File: src/rtl/sram_w_axi_bridge_pkg.sv
// sram_w_axi_bridge_pkg: shared AXI write constants and bridge state type
package sram_w_axi_bridge_pkg;
    localparam logic [3:0] AXI_ID          = 4'd1;
    localparam logic [1:0] AXI_BURST_INCR  = 2'b01;
    localparam logic [1:0] AXI_RESP_OKAY   = 2'b00;
    localparam logic [1:0] AXI_RESP_EXOKAY = 2'b01;
    localparam logic [1:0] AXI_RESP_SLVERR = 2'b10;
    localparam logic [1:0] AXI_RESP_DECERR = 2'b11;
    typedef enum logic [1:0] {IDLE, BUSY, RESP} axi_w_state_t;
endpackage

File: src/rtl/sram_w_axi_bridge_if.sv
// sram_w_axi_bridge_if: DCache/MMU write-burst SRAM-like request interface
interface sram_w_axi_bridge_if;
    logic        req;
    logic [31:0] addr;
    logic [3:0]  len;
    logic [2:0]  size;
    logic [3:0]  wstrb;
    logic [31:0] wdata;
    logic        wvalid;
    logic        wlast;
    logic        addr_ok;
    logic        data_ok;
    logic        wready;
    modport master (
        output req, addr, len, size, wstrb, wdata, wvalid, wlast,
        input  addr_ok, data_ok, wready
    );
    modport slave (
        input  req, addr, len, size, wstrb, wdata, wvalid, wlast,
        output addr_ok, data_ok, wready
    );
endinterface

File: src/rtl/sram_w_axi_bridge.sv
// sram_w_axi_bridge: SRAM-like write burst to single-outstanding AXI3 AW/W/B master
module sram_w_axi_bridge
    import sram_w_axi_bridge_pkg::*;
(
    input  logic                clk,
    input  logic                rst,
    sram_w_axi_bridge_if.slave  sram,
    output logic [3:0]          o_awid,
    output logic [31:0]         o_awaddr,
    output logic [3:0]          o_awlen,
    output logic [2:0]          o_awsize,
    output logic [1:0]          o_awburst,
    output logic                o_awvalid,
    input  logic                i_awready,
    output logic [3:0]          o_wid,
    output logic [31:0]         o_wdata,
    output logic [3:0]          o_wstrb,
    output logic                o_wlast,
    output logic                o_wvalid,
    input  logic                i_wready,
    input  logic [3:0]          i_bid,
    input  logic [1:0]          i_bresp,
    input  logic                i_bvalid,
    output logic                o_bready,
    output logic                o_bresp_err,
    output logic                o_protocol_err
);
    axi_w_state_t r_state;
    logic         r_aw_done;
    logic         r_w_done;
    logic [3:0]   r_cnt;
    logic [3:0]   r_len;
    logic [2:0]   r_size;
    logic [31:0]  r_addr;
    logic         w_busy;
    logic         w_last;
    logic         w_beat;
    logic         w_aw_done_nx;
    logic         w_w_done_nx;
    logic         w_unused_bid;
    assign w_unused_bid   = ^i_bid;
    assign w_busy         = r_state == BUSY;
    assign w_last         = r_cnt == r_len;
    assign o_awid         = AXI_ID;
    assign o_wid          = AXI_ID;
    assign o_awburst      = AXI_BURST_INCR;
    assign o_awaddr       = r_addr;
    assign o_awlen        = r_len;
    assign o_awsize       = r_size;
    assign o_awvalid      = w_busy && !r_aw_done;
    assign o_wdata        = sram.wdata;
    assign o_wstrb        = sram.wstrb;
    assign o_wvalid       = w_busy && !r_w_done && sram.wvalid;
    assign o_wlast        = w_busy && w_last;
    assign w_beat         = o_wvalid && i_wready;
    assign o_bready       = r_state == RESP;
    assign sram.addr_ok   = r_state == IDLE;
    assign sram.wready    = w_busy && !r_w_done && i_wready;
    assign sram.data_ok   = o_bready && i_bvalid;
    assign o_bresp_err    = sram.data_ok && (i_bresp != AXI_RESP_OKAY);
    assign o_protocol_err = w_beat && (sram.wlast != w_last);
    // Next-cycle flags let a same-cycle AW and final-W completion leave BUSY at once
    assign w_aw_done_nx   = r_aw_done || (o_awvalid && i_awready);
    assign w_w_done_nx    = r_w_done || (w_beat && w_last);
    always_ff @(posedge clk) begin
        if (rst) begin
            r_state   <= IDLE;
            r_aw_done <= 1'b0;
            r_w_done  <= 1'b0;
            r_cnt     <= 4'd0;
            r_len     <= 4'd0;
            r_size    <= 3'd0;
            r_addr    <= 32'd0;
        end else begin
            case (r_state)
                IDLE: if (sram.req) begin
                    r_addr    <= sram.addr;
                    r_len     <= sram.len;
                    r_size    <= sram.size;
                    r_cnt     <= 4'd0;
                    r_aw_done <= 1'b0;
                    r_w_done  <= 1'b0;
                    r_state   <= BUSY;
                end
                BUSY: begin
                    r_aw_done <= w_aw_done_nx;
                    r_w_done  <= w_w_done_nx;
                    if (w_beat) r_cnt <= r_cnt + 4'd1;
                    if (w_aw_done_nx && w_w_done_nx) r_state <= RESP;
                end
                RESP: if (i_bvalid) r_state <= IDLE;
                default: r_state <= IDLE;
            endcase
        end
    end
endmodule
File: src/flat_wrapper.sv
// flat-port wrapper written by rule: the top's interface ports become plain ports
module sram_w_axi_bridge_flat import sram_w_axi_bridge_pkg::*;
  (clk, rst, o_awid, o_awaddr, o_awlen, o_awsize, o_awburst, o_awvalid, i_awready, o_wid, o_wdata, o_wstrb, o_wlast, o_wvalid, i_wready, i_bid, i_bresp, i_bvalid, o_bready, o_bresp_err, o_protocol_err, sram_req, sram_addr, sram_len, sram_size, sram_wstrb, sram_wdata, sram_wvalid, sram_wlast, sram_addr_ok, sram_data_ok, sram_wready);
  sram_w_axi_bridge_if sram_i ();
  input  logic clk;
  input  logic rst;
  output logic [3:0] o_awid;
  output logic [31:0] o_awaddr;
  output logic [3:0] o_awlen;
  output logic [2:0] o_awsize;
  output logic [1:0] o_awburst;
  output logic o_awvalid;
  input  logic i_awready;
  output logic [3:0] o_wid;
  output logic [31:0] o_wdata;
  output logic [3:0] o_wstrb;
  output logic o_wlast;
  output logic o_wvalid;
  input  logic i_wready;
  input  logic [3:0] i_bid;
  input  logic [1:0] i_bresp;
  input  logic i_bvalid;
  output logic o_bready;
  output logic o_bresp_err;
  output logic o_protocol_err;
  input wire logic [$bits(sram_i.req)-1:0] sram_req;
  input wire logic [$bits(sram_i.addr)-1:0] sram_addr;
  input wire logic [$bits(sram_i.len)-1:0] sram_len;
  input wire logic [$bits(sram_i.size)-1:0] sram_size;
  input wire logic [$bits(sram_i.wstrb)-1:0] sram_wstrb;
  input wire logic [$bits(sram_i.wdata)-1:0] sram_wdata;
  input wire logic [$bits(sram_i.wvalid)-1:0] sram_wvalid;
  input wire logic [$bits(sram_i.wlast)-1:0] sram_wlast;
  output wire logic [$bits(sram_i.addr_ok)-1:0] sram_addr_ok;
  output wire logic [$bits(sram_i.data_ok)-1:0] sram_data_ok;
  output wire logic [$bits(sram_i.wready)-1:0] sram_wready;
  assign sram_i.req = sram_req;
  assign sram_i.addr = sram_addr;
  assign sram_i.len = sram_len;
  assign sram_i.size = sram_size;
  assign sram_i.wstrb = sram_wstrb;
  assign sram_i.wdata = sram_wdata;
  assign sram_i.wvalid = sram_wvalid;
  assign sram_i.wlast = sram_wlast;
  assign sram_addr_ok = sram_i.addr_ok;
  assign sram_data_ok = sram_i.data_ok;
  assign sram_wready = sram_i.wready;
  sram_w_axi_bridge u_core (.clk(clk), .rst(rst), .sram(sram_i), .o_awid(o_awid), .o_awaddr(o_awaddr), .o_awlen(o_awlen), .o_awsize(o_awsize), .o_awburst(o_awburst), .o_awvalid(o_awvalid), .i_awready(i_awready), .o_wid(o_wid), .o_wdata(o_wdata), .o_wstrb(o_wstrb), .o_wlast(o_wlast), .o_wvalid(o_wvalid), .i_wready(i_wready), .i_bid(i_bid), .i_bresp(i_bresp), .i_bvalid(i_bvalid), .o_bready(o_bready), .o_bresp_err(o_bresp_err), .o_protocol_err(o_protocol_err));
endmodule
File: config.mk
export PLATFORM = sky130hd
export DESIGN_NAME = sram_w_axi_bridge_flat
export DESIGN_NICKNAME = d
export VERILOG_FILES = /design/src/rtl/sram_w_axi_bridge_pkg.sv /design/src/rtl/sram_w_axi_bridge_if.sv /design/src/rtl/sram_w_axi_bridge.sv /design/src/flat_wrapper.sv
export SDC_FILE = /design/constraint.sdc
export NUM_CORES = 1
export LEC_CHECK = 0
export BUFFER_PORTS_ARGS = -buffer_cell sky130_fd_sc_hd__buf_2
export CAP_MARGIN = 25
export CELL_PAD_IN_SITES_DETAIL_PLACEMENT = 0
export CELL_PAD_IN_SITES_GLOBAL_PLACEMENT = 1
export CORE_UTILIZATION = 23
export DETAILED_ROUTE_END_ITERATION = 8
export MAX_ROUTING_LAYER = met4
export PLACE_DENSITY_LB_ADDON = 0.08
export SYNTH_ARGS = -nofsm -noshare
export SYNTH_HDL_FRONTEND = slang
export SYNTH_SLANG_ARGS = --single-unit
File: constraint.sdc
create_clock -name clk -period 1.28 [get_ports clk]
set_clock_uncertainty 0.05 [all_clocks]
set_input_delay 0.128 -clock clk [delete_from_list [all_inputs] [get_ports clk]]
set_output_delay 0.128 -clock clk [all_outputs]
set_load 0.02 [all_outputs]
# After elaboration in Yosys (flattened, before gate mapping)
# Cells that the tools add are included.
classes:
  add_sub_neg: 1
  mul: 0
  div: 0
  n_lt_le_gt_ge: 0
  eq_ne: 8
  shift: 0
  mux: 10
  bitwise: 0
  reduce_logical: 23
op_table:
  columns: ["op", "n"]
  rows:
  - ["logical AND 1 bit", 12]
  - ["2-to-1 mux 4 bit", 2]
  - ["inequality test 2 bit (second input constant)", 4]
  - ["case mux 4 bit (2 select lines)", 1]
  - ["2-to-1 mux 2 bit", 3]
  - ["case mux 2 bit (3 select lines)", 1]
  - ["AND reduction 3 bit", 2]
  - ["adder 4 x 1 -> 4 bit (second input constant)", 1]
  - ["equality test 4 bit", 1]
  - ["case mux 1 bit (2 select lines)", 2]
  - ["AND reduction 2 bit", 2]
  - ["nonzero test 2 bit", 2]
  - ["equality test 2 x 1 -> 1 bit (second input constant)", 1]
  - ["equality test 2 bit (second input constant)", 1]
  - ["logical NOT 1 bit", 2]
  - ["logical NOT 2 bit", 1]
  - ["logical OR 1 bit", 2]
  - ["2-to-1 mux 1 bit", 1]
  - ["inequality test 1 bit", 1]
totals:
  ff_bits: 47
  latchBits: 0
  ram_bits: 0
  rom_bits: 0
  input_bits: 89
  output_inout_bits: 94
  elab_cells: 49
  mem_count: 0

# Longest topological paths before layout
# Gate-level depths: netlist of run 1.
logic_depth:
  depth_word: 9
  ltp_mapped: 7
  mapped_depth_nobuf: 5

# Worst setup path after synthesis of run 1
# Ideal clock, no wire load.
synth_path:
  kind: "reg-to-output"
  start: "register u_core.r_state[1]"
  end: "output port o_bresp_err"
  arrival_ps: 1424
  required_ps: 1102
  setup_slack_ps: -322
  path_stages_with_launch: 5
  path_buffers: 1
  cell_sequence: "dfxtp_1 -> buf_6 -> nor2b_1 -> and2_1 -> o21a_1"
synth_between:
  elab_chain_cells: 3
synth_rtl:
  columns: ["item", "line_no", "rtl"]
  rows:
  - ["start: declaration", "sram_w_axi_bridge.sv:28", "axi_w_state_t r_state;"]
  - ["start signal: assignment", "sram_w_axi_bridge.sv:67", "r_state <= IDLE;"]
  - ["start signal: assignment", "sram_w_axi_bridge.sv:83", "r_state <= BUSY;"]
  - ["start signal: assignment", "sram_w_axi_bridge.sv:89", "if (w_aw_done_nx && w_w_done_nx) r_state <= RESP;"]
  - ["equality test 2 bit", "sram_w_axi_bridge.sv:56", "assign o_bready = r_state == RESP;"]
  - ["net o_bready", "flat_wrapper.sv:23", "output logic o_bready;"]
  - ["logical AND 1 bit", "sram_w_axi_bridge.sv:59", "assign sram.data_ok = o_bready && i_bvalid;"]
  - ["net sram_data_ok", "flat_wrapper.sv:35", "output wire logic [$bits(sram_i.data_ok)-1:0] sram_data_ok;"]
  - ["logical AND 1 bit", "sram_w_axi_bridge.sv:60", "assign o_bresp_err = sram.data_ok && (i_bresp != AXI_RESP_OKAY);"]
  - ["end: declaration", "flat_wrapper.sv:24", "output logic o_bresp_err;"]
# The timed path passes the listed nets, and every way through them passes these cells.

# Final worst setup path of run 1
layout_path:
  start: "register u_core.r_cnt[3]"
  end: "output port o_protocol_err"
layout_between:
  elab_chain_cells: 3
layout_rtl:
  columns: ["item", "line_no", "rtl"]
  rows:
  - ["start: declaration", "sram_w_axi_bridge.sv:31", "logic [3:0] r_cnt;"]
  - ["start signal: assignment", "sram_w_axi_bridge.sv:88", "if (w_beat) r_cnt <= r_cnt + 4'd1;"]
  - ["equality test 4 bit", "sram_w_axi_bridge.sv:43", "assign w_last = r_cnt == r_len;"]
  - ["inequality test 1 bit", "sram_w_axi_bridge.sv:61", "assign o_protocol_err = w_beat && (sram.wlast != w_last);"]
  - ["logical AND 1 bit", "sram_w_axi_bridge.sv:61", null]
  - ["end: declaration", "flat_wrapper.sv:25", "output logic o_protocol_err;"]
# Every way passes these cells.

==> results of run 1 <==
==> sequential cells by signal, indices dropped and copies added, names as in the netlist <==
register and flops:
u_core.o_awaddr 32, u_core.o_awlen 4, u_core.o_awsize 3, u_core.r_aw_done 1, u_core.r_cnt 4, u_core.r_state 2, u_core.r_w_done 1
==> layout by cell type, fill, tap and decap left out, drive strengths merged <==
master       instances
a211oi               1
a21oi               42
a22oi                1
a31oi                1
and2                 5
and3                 3
buf                144
clkbuf               9
clkinv               1
conb                10
dfxtp               47
dlygate4sd3         16
ha                   1
mux2i                1
nand2               80
nand2b               4
nand3                1
nand3b               1
nand4b               1
nor2                 6
nor2b                3
nor3                 6
nor4                 1
o211ai               2
o21a                 1
xnor2                3
xor2                 5
==> tightest hold or removal path, cell delays in order <==
cell     delay (ps)
buf_2            90
nand2_1          40
a21oi_1          50
==> through the flow <==
step,hold WS [ps],TNS (ps)
4_1_cts,0.325,-10760
2_1_floorplan,204,-254
6_report,14.6,-15530
3_3_place_gp,206,-4390
3_5_place_dp,206,-4080
5_1_grt,0.212,-18830
==> cell families (layout without fill, tap and decap cells) <==
group / Yosys count / in the layout / synth area share
adders and majority gates: 1 / 1 / 0.00550
DFF: 47 / 47 / 0.413
other: 2 / 10 / 0.00330
and+or+nand+nor: 111 / 111 / 0.227
AOI/OAI and AO/OA: 48 / 48 / 0.115
xor gates and xnor gates: 8 / 8 / 0.0308
buffers and inverters: 62 / 170 / 0.200
muxes: 1 / 1 / 0.00440
==> final cells by class <==
type                    count  area (sq um)  share of cell area
repair buffers            162          1360               0.330
multi-input cells         179          1540               0.375
well taps                 129           161              0.0393
flip-flops and latches     47           957               0.233
clock buffers               7          86.3              0.0210
clock inverters             1          5.00             0.00122
==> worst max path at each step <==
stage	end	start	cells past startpoint	slack, ps
6_report	o_protocol_err	u_core.r_cnt[3]	5	-490
3_5_place_dp	o_protocol_err	u_core.r_cnt[3]	5	-210
3_3_place_gp	o_protocol_err	u_core.r_cnt[3]	5	-210
4_1_cts	o_protocol_err	u_core.r_cnt[0]	5	-530
2_1_floorplan	o_protocol_err	u_core.o_awlen[3]	4	-90
5_1_grt	o_protocol_err	u_core.r_cnt[3]	5	-580
==> what timing repair did <==
action,CTS,global route
cloned,6,2
hold buffers,11,5
endpoints found under the hold margin,11,5
resized for setup,81,142
endpoints found under the setup margin,55,56
buffers inserted,12,10
pin swaps,35,72
==> power by group through the flow <==
stage	logic [uW]	clock network, uW	registers (uW)
global placement	728	0	1620
detailed placement	727	0	1620
global route	1310	1070	1620
CTS	1020	1000	1600
finish	1220	943	1610
floorplan	508	0	1710
==> per-layer routing <==
| metal | vias to the layer above | share of wire | routed length, um |
|---|---|---|---|
| met5 | - | 0 | 0 |
| met4 | 0 | 0.011 | 76 |
| met3 | 7 | 0.056 | 381 |
| met2 | 79 | 0.50 | 3460 |
| met1 | 1012 | 0.43 | 2930 |
| li1 | 1079 | - | - |
==> run metrics, run 1 <==
Nets 485; P_int 2590 uW; crit start category register; gr usage total 0.137; fraction of registers with async set/reset 0; Arr. time, crit path 1590 ps; Reg power frac 0.426; initial antenna violation count 0; Post-Synthesis Cells 280; Hold EP u_core.o_awaddr[1]; unrepaired setup endpoints after global routing true; Post-synth top cells nand2_1 (80), buf_4 (47), dfxtp_1 (47); share of the synthesized area in the top cell type 0.413; placed insts 479; VDD IR max 461 uV; Die W 101 um; max_cap viols 0; WL final 6850 um; failing checks setup timing; maximum clock path buffer count 2; CP Max Fanout 3; Root Buffer clkbuf_8; clock buffer count from CTS 5; WL/cell 13.0 um; largest net degree at the start of global routing 41; power consumption 3770 uW; TritonRoute pass-1 iters 4; post-synth cell types 33; GR Layer Usage met1 0.159; leading area contributor after synthesis dfxtp_1; #FFs+latches synth 47; worst hold path class input port to register; final hold viol count 0; crit path kind register to primary output; part of the cycle the worst path needs 1.38; Worst path top cell family by delay simple AND/OR/NAND/NOR gates; TritonCTS clock tree yes; count leader, synth nand2_1; GRT overflow 0; Final Instance Count excl. Fillers 525; met3 usage 0.0311; gp weighted congestion 0.703; # DRC 0; minimum clock period 1770 ps; WP data required 1100 ps; Switch Pwr 1190 uW; Gate power share 0.324; pre-CTS WS -213 ps; Primary FF master, synth dfxtp_1; remaining antenna violation count 0; Final Slew Violations 0; Ys Warns 0; crit path capture type primary output; Chip Height 101 um; FF-to-FF End u_core.o_awaddr[15]; vias per cell 4.15; Cell Chain, Critical Path xor2_2 -> nor4_4 -> xor2_1 -> and2_4 -> buf_6; initial drt markers 35; Post-synth EDFFs 0; PwrDens 919 nW/um^2; sequential area share after synthesis 0.413; Leakage 0.00194 uW; io pins 183; FP Rows 35; Reg-to-Reg Start u_core.r_state[0]; hold-critical path depth 3; number of global-route vias before repair 2088; syn avg cell area 8.13 sq um; Vias 2177; dominant cells by area after synthesis dfxtp_1 (41%), buf_4 (16%), nand2_1 (13%), a21oi_1 (9.0%), buf_6 (3.0%); met2 capacity usage during global routing 0.236; global-route wire length before repair 10400 um; Fill cells 953; H-tree depth 2; switching share of power 0.315; Buf+Inv Stages, Crit Path 1; Area Growth Syn to Fin 80.5%; Initial Utilization 0.242; proportion of layout cells with a drive suffix above 1 0.720; internal reg-to-reg setup slack -370 ps; Netlist Area Pre-Place 2280 sq um; status finished, violations left; Top Usage Layer GRT met2; fin area 4110 sq um; reg2reg path depth 9; clock tree sinks 47; die area 10300 sq um; placed wire-length estimate 4130 um; worst setup margin -485 ps; Worst-path clk slew 90 ps; Area after DPL 2800 sq um; Finish-stage setup viols 55; fin util 0.436; Placeable Area 9420 sq um; Clk network pwr share 0.250; antenna cells 0; Crit-path slowest cell dfxtp_2; clock latency on the worst-skew pair 300 ps; port bufs 96; Crit path largest cell delay 340 ps; Peak Freq 566 MHz; Hold Startpoint sram_addr[1]
Note: power is estimated with default switching activity, not from simulation.
==> run 2, diff against run 1 <==
- SETUP_SLACK_MARGIN: unset -> 0.3
==> run metrics, run 2 (synthesis results as in run 1) <==
status finished, violations left (unchanged); failing checks setup timing (unchanged); worst hold path class input port to register (unchanged); io pins 183 (unchanged); WL/cell 13.3 um (was 13.0 um); proportion of layout cells with a drive suffix above 1 0.733 (was 0.720); minimum clock period 1760 ps (was 1770 ps); most frequent cells in the layout buf_6 (62), buf_2 (49), nand2_1 (42) (was buf_2 (87), nand2_4 (44), a21oi_2 (39)); number of global-route vias before repair 2134 (was 2088); largest net degree at the start of global routing 34 (was 41); Nets 499 (was 485); Finish-stage setup viols 54 (was 55); Worst-path clk slew 90 ps (about the same); Peak Freq 568 MHz (was 566 MHz); hold slack final 24.9 ps (was 14.6 ps); Fill cells 932 (was 953); FP Rows 35 (unchanged); Placeable Area 9420 sq um (unchanged); VDD IR max 471 uV (was 461 uV); Root Buffer clkbuf_8 (unchanged); crit start category register (unchanged); Leakage 0.00200 uW (was 0.00194 uW); Vias 2259 (was 2177); crit path capture type primary output (unchanged); most common cell after layout, fill and taps aside buf_6 (was buf_2); global-route wire length before repair 10600 um (was 10400 um); Final Slew Violations 0 (unchanged); worst setup margin -480 ps (was -485 ps); Die W 101 um (unchanged); fin area 4430 sq um (was 4110 sq um); Largest register FFs 32 (unchanged); internal reg-to-reg setup slack -300 ps (was -370 ps); final hold viol count 0 (unchanged); part of the cycle the worst path needs 1.38 (about the same); maximum clock path buffer count 2 (unchanged); WL final 7130 um (was 6850 um); gr usage total 0.138 (was 0.137); unrepaired setup endpoints after global routing true (unchanged); Final Instance Count excl. Fillers 538 (was 525); vias per cell 4.20 (was 4.15); clock buffer count from CTS 5 (unchanged); TritonCTS clock tree yes (unchanged); clock tree sinks 47 (unchanged); # DRC 0 (unchanged); Arr. time, crit path 1580 ps (was 1590 ps); Initial Utilization 0.242 (unchanged); crit path kind register to primary output (unchanged); GRT overflow 0 (unchanged); TritonRoute pass-1 iters 4 (unchanged); CP Max Fanout 3 (unchanged); die area 10300 sq um (unchanged); PwrDens 874 nW/um^2 (was 919 nW/um^2); placed insts 475 (was 479); initial antenna violation count 0 (unchanged); Area Growth Syn to Fin 94.7% (was 80.5%); initial drt markers 33 (was 35); WP data required 1100 ps (about the same); Multi-input gate area 1430 sq um (was 1540 sq um); port bufs 96 (unchanged); clock latency on the worst-skew pair 290 ps (was 300 ps); Chip Height 101 um (unchanged); max_cap viols 0 (unchanged); antenna cells 0 (unchanged); setup TNS -12270 ps (was -15530 ps); remaining antenna violation count 0 (unchanged); Area after DPL 2810 sq um (was 2800 sq um); H-tree depth 2 (unchanged); fin util 0.471 (was 0.436); gp weighted congestion 0.699 (was 0.703); placed wire-length estimate 4200 um (was 4130 um); FF+latch area 1000 sq um (was 957 sq um)
## run 2: changes by cell type in the layout (fill, tap and decap cells not counted), sizes merged
| cell | change |
|---|---|
| clkbuf | -2 |
| buf | +8 |
| dlygate4sd3 | +7 |
## run 2: final cells by class
type,instances,area share
Multi-Input combinational cell,179,0.324
Clock buffer,6,0.0186
Sequential cell,47,0.226
Timing Repair Buffer,176,0.394
Clock inverter,1,0.00113
Tap cell,129,0.0364
## run 2: power by group
group,total (uW),switching [uW],internal (uW)
Combinational,1320,609,706
Clock,936,510,426
Sequential,1620,66.0,1560
Total,3880,1190,2690
## run 2: what timing repair did
item	CTS	global route
hold endpoints to repair	20	3
pin swaps	10	62
endpoints found under the setup margin	93	94
cloned	6	1
setup buffers	18	8
hold buffers	20	3
resized for setup	111	166
## run 2: metal layers
metal	track usage	share of wire
met5	-	0
met4	0.0457	0.0095
met3	0.0304	0.058
met2	0.229	0.53
met1	0.165	0.41
## run 2: worst paths after layout
check                                          from                   to  cells past startpoint
worst max-delay path                u_core.r_cnt[3]       o_protocol_err                      5
worst min-delay path                  sram_addr[29]  u_core.o_awaddr[29]                      3
worst max register to register    u_core.r_state[0]   u_core.o_awaddr[9]                      9
worst min register to register  u_core.o_awaddr[31]  u_core.o_awaddr[31]                      2
## run 2: metrics by stage
stage | setup WS (ps) | total power [uW]
2_1_floorplan | -88.4 | 2240
3_3_place_gp | -210 | 2360
3_5_place_dp | -211 | 2360
4_1_cts | -520 | 3680
5_1_grt | -554 | 4100
6_report | -480 | 3880
## run 2: worst max-delay path: stages (launching register included)
cell	delay [ps]
dfxtp_2	340
xor2_2	180
nor4_4	330
xor2_1	170
and2_4	150
buf_6	110
